<file path="src/rtl/div_pkg.sv">
// ---------------------------------------------------------------------------
// | div_pkg : shared types and sizing helpers for the sequential divider     |
// | Rev 1.0                                                                  |
// ---------------------------------------------------------------------------
`default_nettype none

package div_pkg;

  typedef enum logic [1:0] {
    S_IDLE = 2'd0,
    S_RUN  = 2'd1,
    S_DONE = 2'd2
  } state_t;

  localparam int DIV_WIDTH = 8;

  function automatic int cnt_width(input int w);
    return $clog2(w + 1);
  endfunction

  localparam int CNT_W = cnt_width(DIV_WIDTH);

endpackage

`default_nettype wire

</file>
<file path="src/rtl/sub_borrow_nb.sv">
// ---------------------------------------------------------------------------
// | sub_borrow_nb : N-bit ripple subtractor (a - b) from full-subtractor     |
// | cells, with borrow out                                                   |
// | Rev 1.0                                                                  |
// ---------------------------------------------------------------------------
`default_nettype none

module sub_borrow_nb #(
  parameter int N = 9
) (
  input  logic [N-1:0] a,
  input  logic [N-1:0] b,
  output logic [N-1:0] diff,
  output logic         bout
);

  logic [N:0] w_borrow;

  assign w_borrow[0] = 1'b0;

  for (genvar i = 0; i < N; i++) begin : g_cell
    assign diff[i]       = a[i] ^ b[i] ^ w_borrow[i];
    assign w_borrow[i+1] = (~a[i] & b[i]) | (~(a[i] ^ b[i]) & w_borrow[i]);
  end

  assign bout = w_borrow[N];

endmodule

`default_nettype wire

</file>
<file path="src/rtl/seq_divider_8b.sv">
// ---------------------------------------------------------------------------
// | seq_divider_8b : multi-cycle unsigned restoring divider, one quotient    |
// | bit per clock, start/busy/done handshake                                 |
// | Rev 1.0                                                                  |
// ---------------------------------------------------------------------------
`default_nettype none

module seq_divider_8b
  import div_pkg::*;
#(
  parameter int WIDTH = 8
) (
  input  logic             clk,
  input  logic             rst_n,
  input  logic             start,
  input  logic [WIDTH-1:0] dividend,
  input  logic [WIDTH-1:0] divisor,
  output logic             busy,
  output logic             done,
  output logic [WIDTH-1:0] quotient,
  output logic [WIDTH-1:0] remainder,
  output logic             div_by_zero
);

  localparam int c_cnt_w = cnt_width(WIDTH);
  localparam logic [c_cnt_w-1:0] c_last = c_cnt_w'(WIDTH - 1);

  state_t r_state;
  state_t w_state_nxt;

  logic [c_cnt_w-1:0] r_count;
  logic [WIDTH-1:0]   r_rem;
  logic [WIDTH-1:0]   r_quo;
  logic [WIDTH-1:0]   r_divisor;
  logic [WIDTH-1:0]   r_quotient;
  logic [WIDTH-1:0]   r_remainder;
  logic               r_dbz;

  logic             w_accept;
  logic             w_last;
  logic [WIDTH:0]   w_trial;
  logic             w_borrow;
  logic             w_take;
  logic [WIDTH-1:0] w_rem_nxt;
  logic [WIDTH-1:0] w_quo_nxt;

  assign w_accept = start && ((r_state == S_IDLE) || (r_state == S_DONE));
  assign w_last   = (r_count == c_last);

  sub_borrow_nb #(
    .N(WIDTH + 1)
  ) u_trial_sub (
    .a    ({r_rem, r_quo[WIDTH-1]}),
    .b    ({1'b0, r_divisor}),
    .diff (w_trial),
    .bout (w_borrow)
  );

  // The trial MSB is always 0 when there is no borrow; folding it in keeps every bit live.
  assign w_take    = ~w_borrow & ~w_trial[WIDTH];
  assign w_rem_nxt = w_take ? w_trial[WIDTH-1:0] : {r_rem[WIDTH-2:0], r_quo[WIDTH-1]};
  assign w_quo_nxt = {r_quo[WIDTH-2:0], w_take};

  always_comb begin
    w_state_nxt = r_state;
    case (r_state)
      S_IDLE, S_DONE: begin
        if (start) begin
          w_state_nxt = (divisor == '0) ? S_DONE : S_RUN;
        end else begin
          w_state_nxt = S_IDLE;
        end
      end
      S_RUN: begin
        if (w_last) begin
          w_state_nxt = S_DONE;
        end
      end
      default: w_state_nxt = S_IDLE;
    endcase
  end

  always_ff @(posedge clk or negedge rst_n) begin
    if (!rst_n) begin
      r_state <= S_IDLE;
    end else begin
      r_state <= w_state_nxt;
    end
  end

  always_ff @(posedge clk or negedge rst_n) begin
    if (!rst_n) begin
      r_count     <= '0;
      r_rem       <= '0;
      r_quo       <= '0;
      r_divisor   <= '0;
      r_quotient  <= '0;
      r_remainder <= '0;
      r_dbz       <= 1'b0;
    end else if (w_accept) begin
      r_divisor <= divisor;
      r_count   <= '0;
      r_rem     <= '0;
      r_quo     <= dividend;
      r_dbz     <= 1'b0;
      // Divide by zero completes on the accepting edge without iterating.
      if (divisor == '0) begin
        r_quotient  <= '1;
        r_remainder <= dividend;
        r_dbz       <= 1'b1;
      end
    end else if (r_state == S_RUN) begin
      r_rem   <= w_rem_nxt;
      r_quo   <= w_quo_nxt;
      r_count <= r_count + c_cnt_w'(1);
      if (w_last) begin
        r_quotient  <= w_quo_nxt;
        r_remainder <= w_rem_nxt;
      end
    end
  end

  assign busy        = (r_state == S_RUN);
  assign done        = (r_state == S_DONE);
  assign quotient    = r_quotient;
  assign remainder   = r_remainder;
  assign div_by_zero = r_dbz;

endmodule

`default_nettype wire

</file>
<file path="config.mk">
export PLATFORM = sky130hd
export DESIGN_NAME = seq_divider_8b
export DESIGN_NICKNAME = d
export VERILOG_FILES = /design/src/rtl/div_pkg.sv /design/src/rtl/sub_borrow_nb.sv /design/src/rtl/seq_divider_8b.sv
export SDC_FILE = /design/constraint.sdc
export NUM_CORES = 1
export LEC_CHECK = 0
export ABC_CLOCK_PERIOD_IN_PS = 5500
export BUFFER_PORTS_ARGS = -buffer_cell sky130_fd_sc_hd__buf_2
export CAP_MARGIN = 20
export CORE_MARGIN = 2
export CORE_UTILIZATION = 55
export DETAILED_ROUTE_END_ITERATION = 8
export HOLD_SLACK_MARGIN = 0.06
export PLACE_DENSITY = 0.78
export SYNTH_ARGS = -nofsm -noshare
export SYNTH_HDL_FRONTEND = slang
export SYNTH_SLANG_ARGS = --single-unit
export TNS_END_PERCENT = 100
</file>
<file path="constraint.sdc">
create_clock -name clk -period 5.5 [get_ports clk]
set_input_delay 0.275 -clock clk [delete_from_list [all_inputs] [get_ports clk]]
set_output_delay 0.275 -clock clk [all_outputs]
set_load 0.02 [all_outputs]
</file>
==> results of run 1 <==
sequential cells by signal, indices dropped and copies added, names as in the netlist:
signal / cells
r_state: 2
r_count: 4
r_quo: 8
remainder: 8
quotient: 8
r_divisor: 8
div_by_zero: 1
r_rem: 8
cell type report:
cell class                 count  area (sq um)
fill                         337          1400
inverter                      12          45.0
tap                           50          62.6
multi-input combinational    151          1000
timing repair buffer          41           238
sequential                    47          1180
clock inverter                 1          5.00
clock buffer                   7          76.3
worst max path at each step:
| stage | from | end | slack, ns | cells past startpoint |
|---|---|---|---|---|
| after CTS | r_quo[7]$_DFFE_PN0P_ | remainder[1]$_DFFE_PN0P_ | 0.74 | 15 |
| after global routing | r_quo[7]$_DFFE_PN0P_ | remainder[1]$_DFFE_PN0P_ | 0.48 | 15 |
| final | r_quo[7]$_DFFE_PN0P_ | remainder[1]$_DFFE_PN0P_ | 0.74 | 15 |
| after floorplan | r_quo[7]$_DFFE_PN0P_ | remainder[1]$_DFFE_PN0P_ | 1.29 | 16 |
| after detailed placement | r_quo[7]$_DFFE_PN0P_ | remainder[1]$_DFFE_PN0P_ | 0.78 | 15 |
| after global placement | r_quo[7]$_DFFE_PN0P_ | remainder[1]$_DFFE_PN0P_ | 0.84 | 15 |
power breakdown:
group,switching (mW),internal [mW]
clock network,0.114,0.0894
logic,0.581,0.463
registers,0.116,0.519
cells in the mapped netlist:
cell,number,area [sq um]
sky130_fd_sc_hd__mux2_2,8,90.1
sky130_fd_sc_hd__nand4_1,1,6.26
sky130_fd_sc_hd__a211oi_1,2,15.0
sky130_fd_sc_hd__mux2i_1,1,10.0
sky130_fd_sc_hd__mux2_4,1,15.0
sky130_fd_sc_hd__a22oi_1,7,52.6
sky130_fd_sc_hd__a21oi_1,8,40.0
sky130_fd_sc_hd__nand2_2,2,12.5
sky130_fd_sc_hd__or3_1,1,6.26
sky130_fd_sc_hd__ha_1,2,25.0
sky130_fd_sc_hd__o311ai_0,2,17.5
sky130_fd_sc_hd__nor3_1,4,20.0
sky130_fd_sc_hd__mux2_1,1,11.3
sky130_fd_sc_hd__and2_1,1,6.26
sky130_fd_sc_hd__nand3_1,3,15.0
sky130_fd_sc_hd__a22o_1,1,8.76
sky130_fd_sc_hd__buf_6,2,22.5
sky130_fd_sc_hd__o31ai_1,2,15.0
sky130_fd_sc_hd__xor2_1,1,8.76
sky130_fd_sc_hd__dfrtp_1,47,1180
sky130_fd_sc_hd__nor2_1,9,33.8
sky130_fd_sc_hd__nor2b_2,1,8.76
sky130_fd_sc_hd__nand2b_1,2,12.5
sky130_fd_sc_hd__o211ai_1,4,30.0
sky130_fd_sc_hd__o22a_1,8,70.1
sky130_fd_sc_hd__a221o_1,3,30.0
sky130_fd_sc_hd__xnor2_2,1,16.3
sky130_fd_sc_hd__nand2_1,55,206
sky130_fd_sc_hd__buf_2,5,25.0
sky130_fd_sc_hd__nor2b_1,2,12.5
sky130_fd_sc_hd__inv_1,11,41.3
sky130_fd_sc_hd__inv_2,1,3.75
sky130_fd_sc_hd__fa_1,7,140
sky130_fd_sc_hd__clkbuf_1,4,15.0
sky130_fd_sc_hd__nor4_1,2,12.5
sky130_fd_sc_hd__o21ai_0,6,30.0
sky130_fd_sc_hd__nor2_2,1,6.26
sky130_fd_sc_hd__and3b_1,1,8.76
sky130_fd_sc_hd__nand3b_1,1,7.51
metrics by stage:
step / worst slack, ns / cells / area [sq um] / hold WS [ns] / power (mW)
2_1_floorplan: 1.29 / 221 / 2280 / -0.0206 / 1.46
3_3_place_gp: 0.844 / 299 / 2480 / 0.462 / 1.66
3_5_place_dp: 0.778 / 299 / 2480 / 0.472 / 1.68
4_1_cts: 0.744 / 307 / 2570 / 0.169 / 1.89
5_1_grt: 0.477 / 309 / 2600 / 0.169 / 2.07
6_report: 0.737 / 309 / 2600 / 0.173 / 1.88
what timing repair did:
action	in CTS	in global routing
endpoints found under the setup margin	0	0
hold buffers	0	1
gates resized for setup	0	0
hold endpoints to repair	0	24
kinds of logic after synthesis:
family / synth area share
DFF: 0.515
adders and majority gates: 0.0723
buffers and inverters: 0.0471
AOI/OAI and AO/OA: 0.135
and+or+nand+nor: 0.164
xor gates and xnor gates: 0.0110
muxes: 0.0553
worst max-delay path, cell delays in order, from the launching register on:
cell and delay, ns:
sky130_fd_sc_hd__dfrtp_1 0.35, sky130_fd_sc_hd__inv_1 0.07, sky130_fd_sc_hd__ha_1 0.19, sky130_fd_sc_hd__inv_1 0.06
sky130_fd_sc_hd__fa_1 0.15, sky130_fd_sc_hd__inv_1 0.05, sky130_fd_sc_hd__fa_1 0.38, sky130_fd_sc_hd__fa_1 0.39
sky130_fd_sc_hd__fa_1 0.40, sky130_fd_sc_hd__fa_1 0.40, sky130_fd_sc_hd__fa_1 0.39, sky130_fd_sc_hd__fa_1 0.45
sky130_fd_sc_hd__xnor2_2 0.69, sky130_fd_sc_hd__mux2i_1 0.31, sky130_fd_sc_hd__a21oi_1 0.09, sky130_fd_sc_hd__mux2_4 0.28
routing by layer:
layer / vias up / wire, um / GRT usage
met3: 4 / 222 / 0.0592
met2: 45 / 2140 / 0.334
met4: 0 / 40 / 0.0675
met5: - / 0 / 0
met1: 816 / 2200 / 0.321
li1: 832 / - / -
==> reports/summary.json, run 1 <==
{
  "status": "finished, final reports clean",
  "mostFrequentLayoutCell": "sky130_fd_sc_hd__nand2_1",
  "power.density_nw_per_um2": 723,
  "ir_worst_vdd_mv": 0.354,
  "max-cap-violations": 0,
  "postRouteWirelength_um": 4610,
  "clock_pin_slew_worst_setup_and_hold_paths_ns": 0.08,
  "synth.cell_area_sq_um": 2280,
  "totalNegativeSetupSlack_ns": 0,
  "end_point_of_the_worst_hold_path": "r_divisor[5]$_DFFE_PN0P_",
  "critPathArrivalTime_ns": 4.96,
  "grt_start_max_net_pins": 48,
  "least_margin_pin_slew_ns": 0.819,
  "die_y_extent_um": 68.5,
  "skew_ns": 0.00642,
  "drt_first_pass_iters": 5,
  "initialDrtViolationCount": 134,
  "core.rowCount": 23,
  "final-hold-violation-count": 0,
  "dr_total_vias": 1697,
  "floorplan.io_pins": 38,
  "worst_setup_ep_type": "register",
  "post-cts-setup-buffer-count": 0,
  "drt-wirelength-per-cell_um": 14.9,
  "ys_seq_area_frac": 0.515,
  "syn_nets": 249,
  "timing.critical_path.from_type": "register",
  "worst-r2r-cell-count": 15,
  "cts.path.max_buffers": 2,
  "tritoncts.num_buffers": 5,
  "grt_util_all_layers": 0.224,
  "report.final.slew_viol_count": 0,
  "hold_path.class": "in2reg",
  "slack_of_the_worst_reg_to_reg_path_ns": 0.74,
  "reg2reg_to": "remainder[1]$_DFFE_PN0P_",
  "drc_errors": 0,
  "initial_utilization": 0.571,
  "routabilityCongestion": 0.793,
  "grt_pass1_vias": 1601,
  "final_min_period_over_clock_period": 0.866,
  "clk-insertion-delay-late_ns": 0.30,
  "worstReg2RegStart": "r_quo[7]$_DFFE_PN0P_",
  "hold_start": "divisor[5]",
  "cts.htree.levels": 2,
  "timing.slew.headroom": 0.451,
  "synth.distinct_cells": 39,
  "timing.critical_path.required_ns": 5.70,
  "grt_antenna_before_repair": 0,
  "avgSynthCellArea_sq_um": 10.3,
  "static-leakage-power_nw": 1.23,
  "die_width_um": 68.5,
  "place_hpwl_um": 3150,
  "antenna_cells": 0,
  "die_area_sq_um": 4690,
  "grt.overflow.total": 0,
  "synthesized_instance_count": 221,
  "final_period_minus_worst_setup_slack_ns": 4.76,
  "nets": 286,
  "most-common-layout-cells": "sky130_fd_sc_hd__nand2_1 (55), sky130_fd_sc_hd__dfrtp_1 (47), sky130_fd_sc_hd__buf_2 (37)",
  "ffs_latches_synth": 47,
  "global_route_wire_length_before_repair_um": 7600,
  "critPathMaxFanout": 19,
  "place.port_buffers": 37,
  "postLayoutCoreUtil": 0.651,
  "rsz_0062_raised_after_global_routing": "false",
  "fmaxAchievable_mhz": 210,
  "root_buffer": "sky130_fd_sc_hd__clkbuf_8",
  "flow.area_growth_from_synthesis_pct": 14.0,
  "cts_sinks": 47,
  "viasPerCell": 5.49,
  "postRouteAntennaNets": 0,
  "clock_tree_from_tritoncts": "built",
  "drive_above_1_share": 0.236,
  "timing_worst_setup_path_type": "reg2reg",
  "hold_depth": 3,
  "yosys_warnings": 0,
  "setup_viol": 0,
  "design.core.area_sq_um": 4000
}
(Power assumes the default switching activity.)
==> run 2: changes to the inputs <==
MAX_ROUTING_LAYER = met4   (was not set)
==> reports/summary.json, run 2 (synthesized netlist as in run 1, its figures left out) <==
{
  "worst_hold_slack_ns": 0.177,
  "grt_antenna_before_repair": 0,
  "report.final.slew_viol_count": 0,
  "antenna_cells": 0,
  "cts.htree.levels": 2,
  "critPathArrivalTime_ns": 4.95,
  "filler_cell_count": 337,
  "root_buffer": "sky130_fd_sc_hd__clkbuf_8",
  "dr_total_vias": 1692,
  "initialDrtViolationCount": 137,
  "nets": 286,
  "drc_errors": 0,
  "grt_util_all_layers": 0.231,
  "drt-wirelength-per-cell_um": 14.9,
  "hold_depth": 3,
  "fmaxAchievable_mhz": 210,
  "place_hpwl_um": 3150,
  "max-cap-violations": 0,
  "postRouteWirelength_um": 4610,
  "totalNegativeSetupSlack_ns": 0,
  "clock_pin_slew_worst_setup_and_hold_paths_ns": 0.08,
  "final_min_period_over_clock_period": 0.866,
  "postPlaceCellArea_sq_um": 2480,
  "die_width_um": 68.5,
  "initial_utilization": 0.571,
  "grt_start_max_net_pins": 48,
  "place.port_buffers": 37,
  "multi_input_combinational_cell_area_sq_um": 1000,
  "timing.critical_path.required_ns": 5.69,
  "least_margin_pin_slew_ns": 0.815,
  "status": "finished, final reports clean",
  "ir_worst_vdd_mv": 0.353,
  "die_area_sq_um": 4690,
  "final-hold-violation-count": 0,
  "postRouteAntennaNets": 0,
  "rsz_0062_raised_after_global_routing": "false",
  "tritoncts.num_buffers": 5,
  "critPathMaxFanout": 19,
  "static-leakage-power_nw": 1.23,
  "cts.path.max_buffers": 2,
  "most-common-layout-cells": "sky130_fd_sc_hd__nand2_1 (55), sky130_fd_sc_hd__dfrtp_1 (47), sky130_fd_sc_hd__buf_2 (37)",
  "die_y_extent_um": 68.5,
  "power.density_nw_per_um2": 722,
  "flow.area_growth_from_synthesis_pct": 14.0,
  "timing_worst_setup_path_type": "reg2reg",
  "routabilityCongestion": 0.804,
  "preCtsSetupSlack_ns": 0.778,
  "worst_setup_ep_type": "register",
  "drive_above_1_share": 0.236,
  "post-cts-setup-buffer-count": 0,
  "skew_ns": 0.00622,
  "final_area_sq_um": 2600,
  "setup_viol": 0,
  "global_route_wire_length_before_repair_um": 7610,
  "postLayoutCoreUtil": 0.651,
  "grt_pass1_vias": 1600,
  "grt.overflow.total": 0,
  "design.core.area_sq_um": 4000,
  "worst-r2r-cell-count": 15,
  "floorplan.io_pins": 38,
  "cts_sinks": 47,
  "mostFrequentLayoutCell": "sky130_fd_sc_hd__nand2_1",
  "clock_tree_from_tritoncts": "built",
  "clk-insertion-delay-late_ns": 0.30,
  "viasPerCell": 5.48,
  "core.rowCount": 23,
  "fin_ws_ns": 0.739,
  "timing.slew.headroom": 0.454,
  "hold_path.class": "in2reg",
  "drt_first_pass_iters": 5,
  "timing.critical_path.from_type": "register",
  "final_period_minus_worst_setup_slack_ns": 4.76,
  "regArea_sq_um": 1180
}
[run 2: cell counts in the layout (fill, tap and decap cells not counted)]
Identical to the previous run, type by type.
[run 2: final cells by class]
type,instances,area share
sequential,47,0.452
inverter,12,0.0173
multi-input combinational,151,0.384
timing repair buffer,41,0.0913
tap,50,0.0240
clock inverter,1,0.00192
clock buffer,7,0.0293
[run 2: what timing repair did]
item / 4_1_cts / 5_1_grt
hold buffers: 0 / 1
endpoints found under the hold margin: 0 / 24
resized for setup: 0 / 0
[run 2: power breakdown]
group	switching [mW]	leakage, nW	internal, mW	total, mW
clock network	0.112	0.0422	0.0894	0.202
registers	0.116	0.563	0.519	0.636
logic	0.580	0.621	0.463	1.04
[run 2: worst max-delay path, cell delays in order (launching register included)]
cell	delay [ns]
sky130_fd_sc_hd__dfrtp_1	0.35
sky130_fd_sc_hd__inv_1	0.07
sky130_fd_sc_hd__ha_1	0.19
sky130_fd_sc_hd__inv_1	0.06
sky130_fd_sc_hd__fa_1	0.15
sky130_fd_sc_hd__inv_1	0.05
sky130_fd_sc_hd__fa_1	0.38
sky130_fd_sc_hd__fa_1	0.39
sky130_fd_sc_hd__fa_1	0.40
sky130_fd_sc_hd__fa_1	0.40
sky130_fd_sc_hd__fa_1	0.39
sky130_fd_sc_hd__fa_1	0.45
sky130_fd_sc_hd__xnor2_2	0.69
sky130_fd_sc_hd__mux2i_1	0.31
sky130_fd_sc_hd__a21oi_1	0.09
sky130_fd_sc_hd__mux2_4	0.28
[run 2: worst paths after layout]
kind                                    startpoint                  endpoint  slack (ns)
max                           r_quo[7]$_DFFE_PN0P_  remainder[1]$_DFFE_PN0P_        0.74
max in group asynchronous                    rst_n  remainder[4]$_DFFE_PN0P_        4.48
min in group asynchronous                    rst_n   quotient[7]$_DFFE_PN0P_        0.51
max reg2reg                   r_quo[7]$_DFFE_PN0P_  remainder[1]$_DFFE_PN0P_        0.74
min                                     divisor[5]  r_divisor[5]$_DFFE_PN0P_        0.18
min reg2reg                quotient[2]$_DFFE_PN0P_   quotient[2]$_DFFE_PN0P_        0.48
[run 2: per-stage QoR]
stage,std cells,total power [mW]
2_1_floorplan,221,1.46
3_3_place_gp,299,1.66
3_5_place_dp,299,1.68
4_1_cts,307,1.89
5_1_grt,309,2.07
6_report,309,1.88
[run 2: metal layers]
layer  wire length, um  vias to the layer above  GRT usage
met3               250                        4     0.0592
met2              2130                       56      0.334
met4                39                        0     0.0675
met1              2180                      800      0.321
met5                 0                        -          -
li1                  -                      832          -
==> run 3: changes to the inputs <==
ABC_CLOCK_PERIOD_IN_PS = 4900   (was 5500)
CORE_UTILIZATION = 45   (was 55)
PLACE_DENSITY = 0.66   (was 0.78)
clock period = 4.9 ns   (was 5.5 ns; I/O delays follow)
==> reports/summary.json, run 3 (synthesized netlist as in run 1, its figures left out) <==
{
  "status": "finished, final reports clean",
  "root_buffer": "sky130_fd_sc_hd__clkbuf_8",
  "post-cts-setup-buffer-count": 0,
  "mostFrequentLayoutCell": "sky130_fd_sc_hd__nand2_1",
  "drive_above_1_share": 0.240,
  "totalNegativeSetupSlack_ns": 0,
  "power.density_nw_per_um2": 811,
  "timing.critical_path.from_type": "register",
  "max-cap-violations": 0,
  "hold_depth": 3,
  "critPathArrivalTime_ns": 4.70,
  "postRouteWirelength_um": 4740,
  "placed_cells_incl_taps": 316,
  "critPathMaxFanout": 21,
  "most-common-layout-cells": "sky130_fd_sc_hd__nand2_1 (55), sky130_fd_sc_hd__dfrtp_1 (47), sky130_fd_sc_hd__buf_2 (37)",
  "report.final.slew_viol_count": 0,
  "cellInternalPower_mw": 1.22,
  "hold_buffers": 0,
  "clock_tree_from_tritoncts": "built",
  "die_width_um": 75.3,
  "ctsResizeCount": 0,
  "cts.htree.levels": 2,
  "place_hpwl_um": 3200,
  "setup_viol": 0,
  "grt.overflow.total": 0,
  "dr_total_vias": 1707,
  "grt_pass1_vias": 1579,
  "core.rowCount": 25,
  "final_cell_count_without_fillers": 325,
  "nets": 286,
  "p_comb_frac": 0.552,
  "flow.area_growth_from_synthesis_pct": 14.8,
  "grt_start_max_net_pins": 48,
  "timing.critical_path.required_ns": 5.09,
  "hold_path.class": "in2reg",
  "grt_antenna_before_repair": 0,
  "clk-insertion-delay-late_ns": 0.30,
  "clock_pin_slew_worst_setup_and_hold_paths_ns": 0.08,
  "ir_worst_vdd_mv": 0.416,
  "viasPerCell": 5.25,
  "timing.slew.headroom": 0.590,
  "floorplan.io_pins": 38,
  "final_min_period_over_clock_period": 0.921,
  "least_margin_pin_slew_ns": 0.615,
  "tritoncts.num_buffers": 5,
  "switchingPower_mw": 0.912,
  "cts.path.max_buffers": 2,
  "rsz_0062_raised_after_global_routing": "false",
  "final_period_minus_worst_setup_slack_ns": 4.51,
  "cts_sinks": 47,
  "global_route_wire_length_before_repair_um": 7560,
  "worst_setup_ep_type": "register",
  "p_sw_frac": 0.429,
  "share_seq_of_total_power": 0.335,
  "filler_cell_count": 470,
  "skew_ns": 0.00805,
  "initial_utilization": 0.474,
  "static-leakage-power_nw": 1.23,
  "timing_worst_setup_path_type": "reg2reg",
  "drc_errors": 0,
  "final-hold-violation-count": 0,
  "antenna_cells": 0,
  "design.core.area_sq_um": 4820,
  "p_total_mw": 2.13,
  "drt-wirelength-per-cell_um": 14.6,
  "initialDrtViolationCount": 141,
  "power.share.clock": 0.113,
  "worst-r2r-cell-count": 16,
  "die_y_extent_um": 75.3,
  "fmaxAchievable_mhz": 222,
  "postRouteAntennaNets": 0,
  "drt_first_pass_iters": 4,
  "grt_util_all_layers": 0.188,
  "routabilityCongestion": 0.811,
  "place.port_buffers": 37,
  "die_area_sq_um": 5660
}
-- run 3: changes by cell type in the layout (fill, tap and decap cells not counted), sizes merged --
cell    change
clkbuf      -1
-- run 3: critical path, cell delays in order (launching register included) --
cell	delay [ns]
sky130_fd_sc_hd__dfrtp_1	0.35
sky130_fd_sc_hd__inv_1	0.06
sky130_fd_sc_hd__ha_1	0.19
sky130_fd_sc_hd__inv_1	0.06
sky130_fd_sc_hd__fa_1	0.15
sky130_fd_sc_hd__inv_1	0.05
sky130_fd_sc_hd__fa_1	0.38
sky130_fd_sc_hd__fa_1	0.41
sky130_fd_sc_hd__fa_1	0.39
sky130_fd_sc_hd__fa_1	0.39
sky130_fd_sc_hd__fa_1	0.40
sky130_fd_sc_hd__fa_1	0.46
sky130_fd_sc_hd__xnor2_2	0.23
sky130_fd_sc_hd__buf_4	0.27
sky130_fd_sc_hd__mux2i_1	0.25
sky130_fd_sc_hd__a21oi_1	0.09
sky130_fd_sc_hd__mux2_4	0.28
-- run 3: final cells by class --
cell class,instances,area [sq um],area share
clock buffers,6,82.6,0.0315
clock inverters,1,5.00,0.00191
inverters,12,45.0,0.0172
multi-input cells,151,1000,0.381
flip-flops and latches,47,1180,0.448
well taps,67,83.8,0.0320
repair buffers,41,230,0.0877
-- run 3: per-layer routing --
metal / global-route usage / wire length [um]
met5: - / 0
met4: 0.0760 / 95
met2: 0.263 / 2090
met3: 0.0361 / 216
met1: 0.269 / 2330
-- run 3: through the flow --
| stage | util | instance area [sq um] | worst slack, ns | hold slack [ns] |
|---|---|---|---|---|
| detailed placement | 0.520 | 2510 | 0.409 | 0.457 |
| finish | 0.545 | 2620 | 0.386 | 0.147 |
| global placement | 0.520 | 2510 | 0.497 | 0.452 |
| global route | 0.545 | 2620 | 0.197 | 0.151 |
| floorplan | - | 2280 | 0.691 | -0.0506 |
| CTS | 0.538 | 2590 | 0.362 | 0.136 |
-- run 3: power by group through the flow --
stage                     registers [mW]  clock network (mW)  logic [mW]
after CTS                          0.717               0.245        1.18
final                              0.713               0.240        1.17
after global routing               0.742               0.256        1.32
after global placement             0.719                   0        1.15
after floorplan                    0.777                   0       0.857
after detailed placement           0.723                   0        1.17
-- run 3: worst paths after layout --
| kind | from | slack [ns] | endpoint |
|---|---|---|---|
| min in group asynchronous | rst_n | 0.40 | r_count[0]$_DFFE_PN0P_ |
| setup / recovery | r_quo[7]$_DFFE_PN0P_ | 0.39 | remainder[1]$_DFFE_PN0P_ |
| max in group asynchronous | rst_n | 4.00 | remainder[0]$_DFFE_PN0P_ |
| hold / removal | divisor[5] | 0.15 | r_divisor[5]$_DFFE_PN0P_ |
| hold reg to reg | remainder[7]$_DFFE_PN0P_ | 0.48 | remainder[7]$_DFFE_PN0P_ |
| setup reg to reg | r_quo[7]$_DFFE_PN0P_ | 0.39 | remainder[1]$_DFFE_PN0P_ |
